## src/rtl/nqueens_run_controller_pkg.sv

```systemverilog
// Shared definitions for the N-Queens sweep controller: board-size limits,
// accelerator sum width and the sweep FSM state encoding.
package nqueens_run_controller_pkg;

  localparam int NQ_N_MIN  = 4;
  localparam int NQ_N_MAX  = 16;
  localparam int NQ_SUM_W  = 64;
  localparam int DISP_W    = 32;

  typedef enum logic [2:0] {
    S_IDLE    = 3'd0,
    S_LAUNCH  = 3'd1,
    S_RUN     = 3'd2,
    S_CAPTURE = 3'd3,
    S_DONE    = 3'd4
  } run_state_t;

endpackage

```

## src/rtl/nqueens_display_pager.sv

```systemverilog
// Pages a 64-bit result onto a 32-bit display word, alternating low/high
// halves every DWELL cycles; a restart pulse returns to the low half.
module nqueens_display_pager
  import nqueens_run_controller_pkg::*;
#(
  parameter int DWELL = 2**28,
  parameter int SUM_W = NQ_SUM_W
) (
  input  logic              clk,
  input  logic              rst,
  input  logic              restart,
  input  logic [SUM_W-1:0]  result,
  output logic [DISP_W-1:0] disp_word,
  output logic              disp_page
);

  localparam int DW_W = (DWELL > 1) ? $clog2(DWELL) : 1;
  localparam logic [DW_W-1:0] DW_LAST = DW_W'(DWELL - 1);

  logic [DW_W-1:0] dwell;

  always_ff @(posedge clk) begin
    if (!rst) begin
      dwell     <= '0;
      disp_page <= 1'b0;
    end else if (restart) begin
      dwell     <= '0;
      disp_page <= 1'b0;
    end else if (dwell == DW_LAST) begin
      dwell     <= '0;
      disp_page <= ~disp_page;
    end else begin
      dwell     <= dwell + DW_W'(1);
    end
  end

  assign disp_word = disp_page ? result[2*DISP_W-1:DISP_W] : result[DISP_W-1:0];

endmodule

```

## src/rtl/nqueens_run_controller.sv

```systemverilog
// Sweeps the N-Queens accelerator over n_first..n_last: resets it per board
// size, waits for done (with optional timeout), captures and pages the sum.
module nqueens_run_controller
  import nqueens_run_controller_pkg::*;
#(
  parameter int              N_W        = 5,
  parameter int              N_MIN      = NQ_N_MIN,
  parameter int              N_MAX      = NQ_N_MAX,
  parameter int              SUM_W      = NQ_SUM_W,
  parameter int              RST_CYCLES = 2,
  parameter int              DWELL      = 2**28,
  parameter longint unsigned TIMEOUT    = 64'hFFFF_FFFF
) (
  input  logic              clk,
  input  logic              rst,
  input  logic              start,
  input  logic              abort,
  input  logic [N_W-1:0]    n_first,
  input  logic [N_W-1:0]    n_last,
  output logic              acc_reset,
  output logic [N_W-1:0]    acc_n,
  input  logic              acc_done,
  input  logic [SUM_W-1:0]  acc_sum,
  output logic              busy,
  output logic              result_vld,
  output logic [N_W-1:0]    result_n,
  output logic [SUM_W-1:0]  result,
  output logic [DISP_W-1:0] disp_word,
  output logic              disp_page,
  output logic              timeout
);

  localparam int              LC_W    = $clog2(RST_CYCLES + 1);
  localparam logic [LC_W-1:0] LC_LAST = LC_W'(RST_CYCLES);
  localparam bit              TO_EN   = (TIMEOUT != 0);
  localparam logic [31:0]     TO_LAST = TO_EN ? 32'(TIMEOUT - 1) : 32'd0;

  // acc_n+1 stays in range only if the largest board size fits in N_W bits
  if (N_MAX >= (1 << N_W)) begin : g_bad_nmax
    $error("N_MAX does not fit in N_W bits");
  end
  if (SUM_W != 2 * DISP_W) begin : g_bad_sumw
    $error("SUM_W must be twice the display width");
  end
  if (RST_CYCLES < 1) begin : g_bad_rst
    $error("RST_CYCLES must be at least 1");
  end

  run_state_t      state;
  logic [N_W-1:0]  lo_c, hi_c, hi;
  logic [LC_W-1:0] launch_cnt;
  logic [31:0]     wait_cnt;
  logic            capture_fire;

  always_comb begin
    lo_c = (n_first < N_W'(N_MIN)) ? N_W'(N_MIN) : n_first;
    hi_c = (n_last  > N_W'(N_MAX)) ? N_W'(N_MAX) : n_last;
  end

  assign capture_fire = (state == S_CAPTURE) && !abort;

  // Launch spans the start/capture edge plus RST_CYCLES further cycles of reset
  always_ff @(posedge clk) begin
    if (!rst) begin
      state      <= S_IDLE;
      acc_reset  <= 1'b1;
      acc_n      <= N_W'(N_MIN);
      hi         <= N_W'(N_MAX);
      launch_cnt <= '0;
      wait_cnt   <= '0;
      busy       <= 1'b0;
      result_vld <= 1'b0;
      result_n   <= '0;
      result     <= '0;
      timeout    <= 1'b0;
    end else begin
      result_vld <= 1'b0;
      if (abort) begin
        state     <= S_IDLE;
        acc_reset <= 1'b1;
        busy      <= 1'b0;
      end else begin
        case (state)
          S_IDLE: begin
            acc_reset <= 1'b1;
            busy      <= 1'b0;
            if (start) begin
              timeout <= 1'b0;
              if (lo_c > hi_c) begin
                state <= S_DONE;
              end else begin
                acc_n      <= lo_c;
                hi         <= hi_c;
                launch_cnt <= '0;
                busy       <= 1'b1;
                state      <= S_LAUNCH;
              end
            end
          end
          S_LAUNCH: begin
            if (launch_cnt == LC_LAST) begin
              acc_reset <= 1'b0;
              wait_cnt  <= '0;
              state     <= S_RUN;
            end else begin
              launch_cnt <= launch_cnt + LC_W'(1);
            end
          end
          S_RUN: begin
            if (acc_done) begin
              state <= S_CAPTURE;
            end else if (TO_EN && (wait_cnt == TO_LAST)) begin
              timeout   <= 1'b1;
              acc_reset <= 1'b1;
              busy      <= 1'b0;
              state     <= S_DONE;
            end else begin
              wait_cnt <= wait_cnt + 32'd1;
            end
          end
          S_CAPTURE: begin
            result     <= acc_sum;
            result_n   <= acc_n;
            result_vld <= 1'b1;
            acc_reset  <= 1'b1;
            launch_cnt <= '0;
            if (acc_n == hi) begin
              busy  <= 1'b0;
              state <= S_DONE;
            end else begin
              acc_n <= acc_n + N_W'(1);
              state <= S_LAUNCH;
            end
          end
          S_DONE: begin
            acc_reset <= 1'b1;
            busy      <= 1'b0;
            state     <= S_IDLE;
          end
          default: begin
            acc_reset <= 1'b1;
            busy      <= 1'b0;
            state     <= S_IDLE;
          end
        endcase
      end
    end
  end

  nqueens_display_pager #(
    .DWELL (DWELL),
    .SUM_W (SUM_W)
  ) u_pager (
    .clk       (clk),
    .rst       (rst),
    .restart   (capture_fire),
    .result    (result),
    .disp_word (disp_word),
    .disp_page (disp_page)
  );

endmodule

```

## config.mk

```make
export PLATFORM = sky130hd
export DESIGN_NAME = nqueens_run_controller
export DESIGN_NICKNAME = d
export VERILOG_FILES = /design/src/rtl/nqueens_run_controller_pkg.sv /design/src/rtl/nqueens_display_pager.sv /design/src/rtl/nqueens_run_controller.sv
export SDC_FILE = /design/constraint.sdc
export NUM_CORES = 1
export LEC_CHECK = 0
export CAP_MARGIN = 40
export CORE_MARGIN = 8
export CORE_UTILIZATION = 25
export CTS_BUF_LIST = sky130_fd_sc_hd__clkbuf_2
export CTS_CLUSTER_SIZE = 14
export DETAILED_ROUTE_END_ITERATION = 7
export PLACE_DENSITY = 0.51
export SLEW_MARGIN = 25
export SYNTH_ARGS = -nofsm -noshare
export SYNTH_HDL_FRONTEND = slang
export SYNTH_SLANG_ARGS = --single-unit
```

## constraint.sdc

```tcl
create_clock -name clk -period 6.5 [get_ports clk]
set_input_delay 0.65 -clock clk [delete_from_list [all_inputs] [get_ports clk]]
set_output_delay 0.65 -clock clk [all_outputs]
set_load 0.03 [all_outputs]
```

**Word level (Yosys, flattened, before mapping)**

Index checks and enable logic that the tools add are counted.

- Bitwise logic cells: 5
- Mux-type cells: 35
- Eq/ne operators: 17
- Reductions and logical operators: 19
- Order comparisons: 3
- Add/subtract/negate cells: 4

Operator list:

| operator | count |
|---|---|
| 32-bit 2-to-1 mux | 4 |
| 32-bit case mux with 2 select lines | 1 |
| 32-bit by 1-bit adder with 32-bit output (second input constant) | 1 |
| 32-bit equality test (second input constant) | 1 |
| 28-bit by 1-bit adder with 28-bit output (second input constant) | 1 |
| 28-bit equality test (second input constant) | 1 |
| 5-bit 2-to-1 mux | 5 |
| 5-bit AND reduction | 4 |
| 3-bit 2-to-1 mux | 6 |
| 2-bit != test (second input constant) | 8 |
| 3-bit case mux with 4 select lines | 1 |
| 1-bit 2-to-1 mux | 10 |
| 5-bit case mux with 2 select lines | 1 |
| 4-bit AND reduction | 2 |
| 3-bit by 2-bit equality test with 1-bit output (second input constant) | 2 |
| 2-bit 2-to-1 mux | 3 |
| 2-bit case mux with 3 select lines | 1 |
| 3-bit AND reduction | 2 |
| 2-bit nonzero test | 3 |
| 5-bit by 1-bit adder with 5-bit output (second input constant) | 1 |
| 5-bit equality test | 1 |
| 5-bit greater-than comparator | 1 |
| 5-bit greater-than comparator (second input constant) | 1 |
| 5-bit by 3-bit less-than comparator with 1-bit output (second input constant) | 1 |
| 15 further kinds | 21 |

- Bits in registers: 149
- Bits of input ports: 79
- Output and inout port bits: 111
- Word-level logic and storage cells: 96

**Logic depth before layout (Yosys ltp)**

- Depth after elaboration: 6
- Mapped depth: 9
- Mapped depth without buffers: 8

**Modules after synthesis**

A second synthesis with hierarchy kept.

- Cells, all modules: 844
- Area, all modules: 6,967.9 um^2

Modules (own cells, without submodules):

| module | instances | cells an instance | area each (um^2) | sequential area each (um^2) |
|---|---|---|---|---|
| nqueens_run_controller | 1 | 659 | 5,258.8 | 2,402.3 |
| nqueens_display_pager | 1 | 185 | 1,709.1 | 580.6 |

**Worst setup path after synthesis**

No wires, ideal clock.

- Kind: input to register
- Start: input n_first[4]
- End: register acc_n[2]
- Stages on the path: 8
- Arrival time: 2,592 ps
- Required time: 6,378 ps
- Path slack: 3,786 ps
- Path buffers: 1
- Library setup time: 122 ps
- Cells stage by stage: o31a_1 -> ha_1 -> nand4_1 -> or2_2 -> o221a_2 -> or2_0 -> clkbuf_1 -> o32a_1

- Cells in the longest elaborated chain, start to end: 5
- Elaborated cells between the ends (all ways): 8
- Classes of those cells: order compare (2); eq/ne (1); mux (4); reduce/logical (1)

Ends and longest elaborated chain:

| what | RTL line | text |
|---|---|---|
| from (decl) | nqueens_run_controller.sv:18 | `input logic [N_W-1:0] n_first,` |
| 5-bit by 3-bit less-than comparator with 1-bit output | nqueens_run_controller.sv:56 | `lo_c = (n_first < N_W'(N_MIN)) ? N_W'(N_MIN) : n_first;` |
| 5-bit 2-to-1 mux (*) | nqueens_run_controller.sv:56 |  |
| 5-bit greater-than comparator / 5-bit 2-to-1 mux (equally long branches) | nqueens_run_controller.sv:89 | `if (lo_c > hi_c) begin` |
| 2-bit != test (no line) / 5-bit 2-to-1 mux (equally long branches) | n/a |  |
| 5-bit AND reduction (no line) / 5-bit case mux with 2 select lines (equally long branches) | n/a |  |
| to (signal assigned) | nqueens_run_controller.sv:67 | `acc_n <= N_W'(N_MIN);` |
| to (signal assigned) | nqueens_run_controller.sv:92 | `acc_n <= lo_c;` |
| to (signal assigned) | nqueens_run_controller.sv:131 | `acc_n <= acc_n + N_W'(1);` |
| to (decl) | nqueens_run_controller.sv:21 | `output logic [N_W-1:0] acc_n,` |

Every way passes the cells marked *; elsewhere a longest branch is shown, timed or not. The select of a mux whose other input is x is not followed.
A chain may end at the register's enable or synchronous reset.

**Worst setup path in the final report**

- Start: register u_pager.disp_page
- End: output disp_word[20]

- Cells in the longest elaborated chain, start to end: 1

Ends and longest elaborated chain:

| what | RTL line | text |
|---|---|---|
| from (decl) | nqueens_display_pager.sv:14 | `output logic disp_page` |
| from (signal assigned) | nqueens_display_pager.sv:31 | `disp_page <= ~disp_page;` |
| 32-bit 2-to-1 mux | nqueens_display_pager.sv:37 | `assign disp_word = disp_page ? result[2*DISP_W-1:DISP_W] : result[DISP_W-1:0];` |
| to (decl) | nqueens_run_controller.sv:28 | `output logic [DISP_W-1:0] disp_word,` |

Every way passes these cells.

==> reports/metrics.yaml <==
status:
  status: "finished clean"
synthesis:
  avgSynthCellArea_sq_um: 9.42
  synth_nets: 801
  syn_area_sq_um: 6710
  synth-edff-count: 0
  synth_warnings: 0
  postSynth.asyncResetShare_pct: 0
  yosysSeqAreaShare_pct: 44.5
  synth_seq_cells: 149
  synth.distinct_cells: 58
  syn_inst: 712
  synth_ff_type: "dfxtp_1"
timing:
  hold_ws_ns: 0.476
  fin_worst_skew_ns: 0.0466
  setup_viol: 0
  slew_violations: 0
  finalHoldViolCount: 0
  setup_tns_ns: 0
  max_freq_mhz: 310
  fin_crit_sh_pct: 49.7
  tightest_slew_ns: 0.843
  min_period_ns: 3.23
  slew_headroom_pct: 43.6
  rsz0062_at_grt: "no"
  fin_ws_ns: 3.27
route:
  firstDrtPassIters: 4
  drc: 0
  wl_per_cell_um: 16.9
  drt-initial-drc-count: 402
  via_per_inst: 4.86
  vias: 6010
  ant_nets: 0
  routed_wirelength_um: 20900
floorplanning:
  ios: 190
  fp-row-count: 60
  die_h_um: 180
  fp.dieArea_sq_um: 32300
  design.core.area_sq_um: 26700
  start_util_pct: 25.2
  die_x_um: 180
cts:
  clockRootBuffer: "clkbuf_2"
  cts_resized: 0
  clkTransAtPathRegs_ns: 0.21
  post-cts-setup-buffers: 0
  clk_latency_ns: 0.72
  cts_tree: "built"
  cts_hold_buf: 0
  cts_buffers: 17
  cts.path.max_buffers: 2
  h-tree-depth: 4
  cts.sinks: 149
setup_path:
  max_stage_delay_ns: 0.63
  required_ns: 5.85
  path_delay_family: "buffers and inverters"
  endpoint_kind: "primary output"
  cp_slowest_cell: "clkdlybuf4s50_1"
  crit_fanout: 33
  path_class: "register to primary output"
  start_kind: "register"
  arrival_ns: 2.58
  path_buf_inv: 2
  path_cells: "buf_4 -> mux2_2 -> clkdlybuf4s50_1"
final_layout:
  final_cell_mix: "clkdlybuf4s50_1, dfxtp_1, a22o_1, nor2_1, nand2_1"
  syn_to_final_growth_pct: 36.1
  final_core_util_pct: 34.2
  layout_commonest_cell: "clkdlybuf4s50_1"
  layout-drive-gt1-share_pct: 9.40
  nets: 970
global_route:
  grt_max_degree: 72
  grt_use_total_pct: 12.8
  grt_pass1_wl_um: 33700
  grt_pass1_vias: 5809
  grt_overflow: 0
  antenna_found_initial: 1
pwr:
  p_leak_uw: 0.00309
  p_per_area_nw_per_um2: 170
  irDropWorstVdd_mv: 0.102
placement:
  detailedPlace.worstSlack_ns: 3.12
  io_buffers: 189
  dpl.hpwl_um: 15200
  gp_congestion: 0.814
worst_hold_path:
  hp-class: "register to register"
flow_run:
  maxCapViolations: 0
## sequential cells by signal (all words and copies together), names as in the netlist, 2 cells and up
name	cells
acc_n	5
hi	5
state	3
u_pager.dwell	28
launch_cnt	2
wait_cnt	32
result	64
result_n	5
## worst register-to-register path, stage by stage (launching register included)
cell and delay, ns:
dfxtp_1 0.51, nand3b_1 0.40, nor2_1 0.13, nor2_4 0.09, buf_4 0.62, nand2_1 0.46, buf_8 0.28, nor2_1 0.11
## layout make-up
type	count	area, sq um
well taps	341	427
clock buffers	18	90.1
clock inverters	14	119
inverters	18	67.6
repair buffers	197	1960
multi-input cells	498	3480
fillers	2719	17500
diodes	1	2.50
flip-flops and latches	149	2980
## cells by family after synthesis
family,after synthesis,share of synthesized area [%]
and+or+nand+nor,247,19.6
adders and majority gates,10,1.87
muxes,40,6.57
DFF,149,44.5
buffers and inverters,65,3.90
xor gates and xnor gates,33,4.31
AOI/OAI and AO/OA,168,19.3
## final timing paths
check	slack (ns)	start	cells past startpoint	end
max	3.27	u_pager.disp_page$_SDFFE_PP0P_	3	disp_word[20]
min	0.48	launch_cnt[1]$_SDFFE_PN0P_	2	launch_cnt[1]$_SDFFE_PN0P_
max reg2reg	3.85	state[2]$_SDFFE_PP0P_	7	u_pager.dwell[20]$_SDFF_PP0_
min reg2reg	0.48	launch_cnt[1]$_SDFFE_PN0P_	2	launch_cnt[1]$_SDFFE_PN0P_
## metal layers
| layer | vias up | global-route usage, % | wire [um] |
|---|---|---|---|
| met1 | 2873 | 15.4 | 9140 |
| met4 | 0 | 4.60 | 470 |
| met5 | - | 0 | 0 |
| met3 | 21 | 2.84 | 752 |
| met2 | 116 | 22.2 | 10500 |
| li1 | 3000 | - | - |
## per-stage QoR
step	power, uW	instances	area, sq um
after floorplan	1000	712	6710
after global placement	1070	1202	8900
after detailed placement	1070	1203	8910
after CTS	1580	1235	9120
after global routing	1630	1236	9120
final	1550	1236	9120
## synth_stat cells (4+ instances only)
library cell,instances,area share [%]
nor2_1,54,3.0
inv_1,18,1.0
a21oi_1,29,2.2
clkbuf_1,38,2.1
and4_1,11,1.4
nand4_1,28,2.6
buf_2,4,0.30
nand4b_1,5,0.65
o41ai_1,6,0.78
mux2i_1,8,1.2
nor4_1,5,0.47
a22o_1,69,9.0
xor2_1,14,1.8
a31oi_1,4,0.37
or3_1,6,0.56
ha_1,10,1.9
nand2b_1,7,0.65
mux2_2,32,5.4
nand3b_1,4,0.45
nor3_1,19,1.4
o211ai_1,4,0.45
o21ai_0,18,1.3
xnor2_1,19,2.5
or4_1,19,2.1
and2_1,6,0.56
dfxtp_1,149,44
nand3_1,20,1.5
nand2_1,51,2.9
o31ai_1,16,1.8
## power breakdown
| group | internal (uW) | leakage (uW) | switching [uW] |
|---|---|---|---|
| sequential | 922 | 0.00120 | 9.62 |
| clock | 113 | 0.000122 | 379 |
| combinational | 66.1 | 0.00177 | 58.2 |
| total | 1100 | 0.00309 | 447 |
Power figures use the tool's default switching activity.
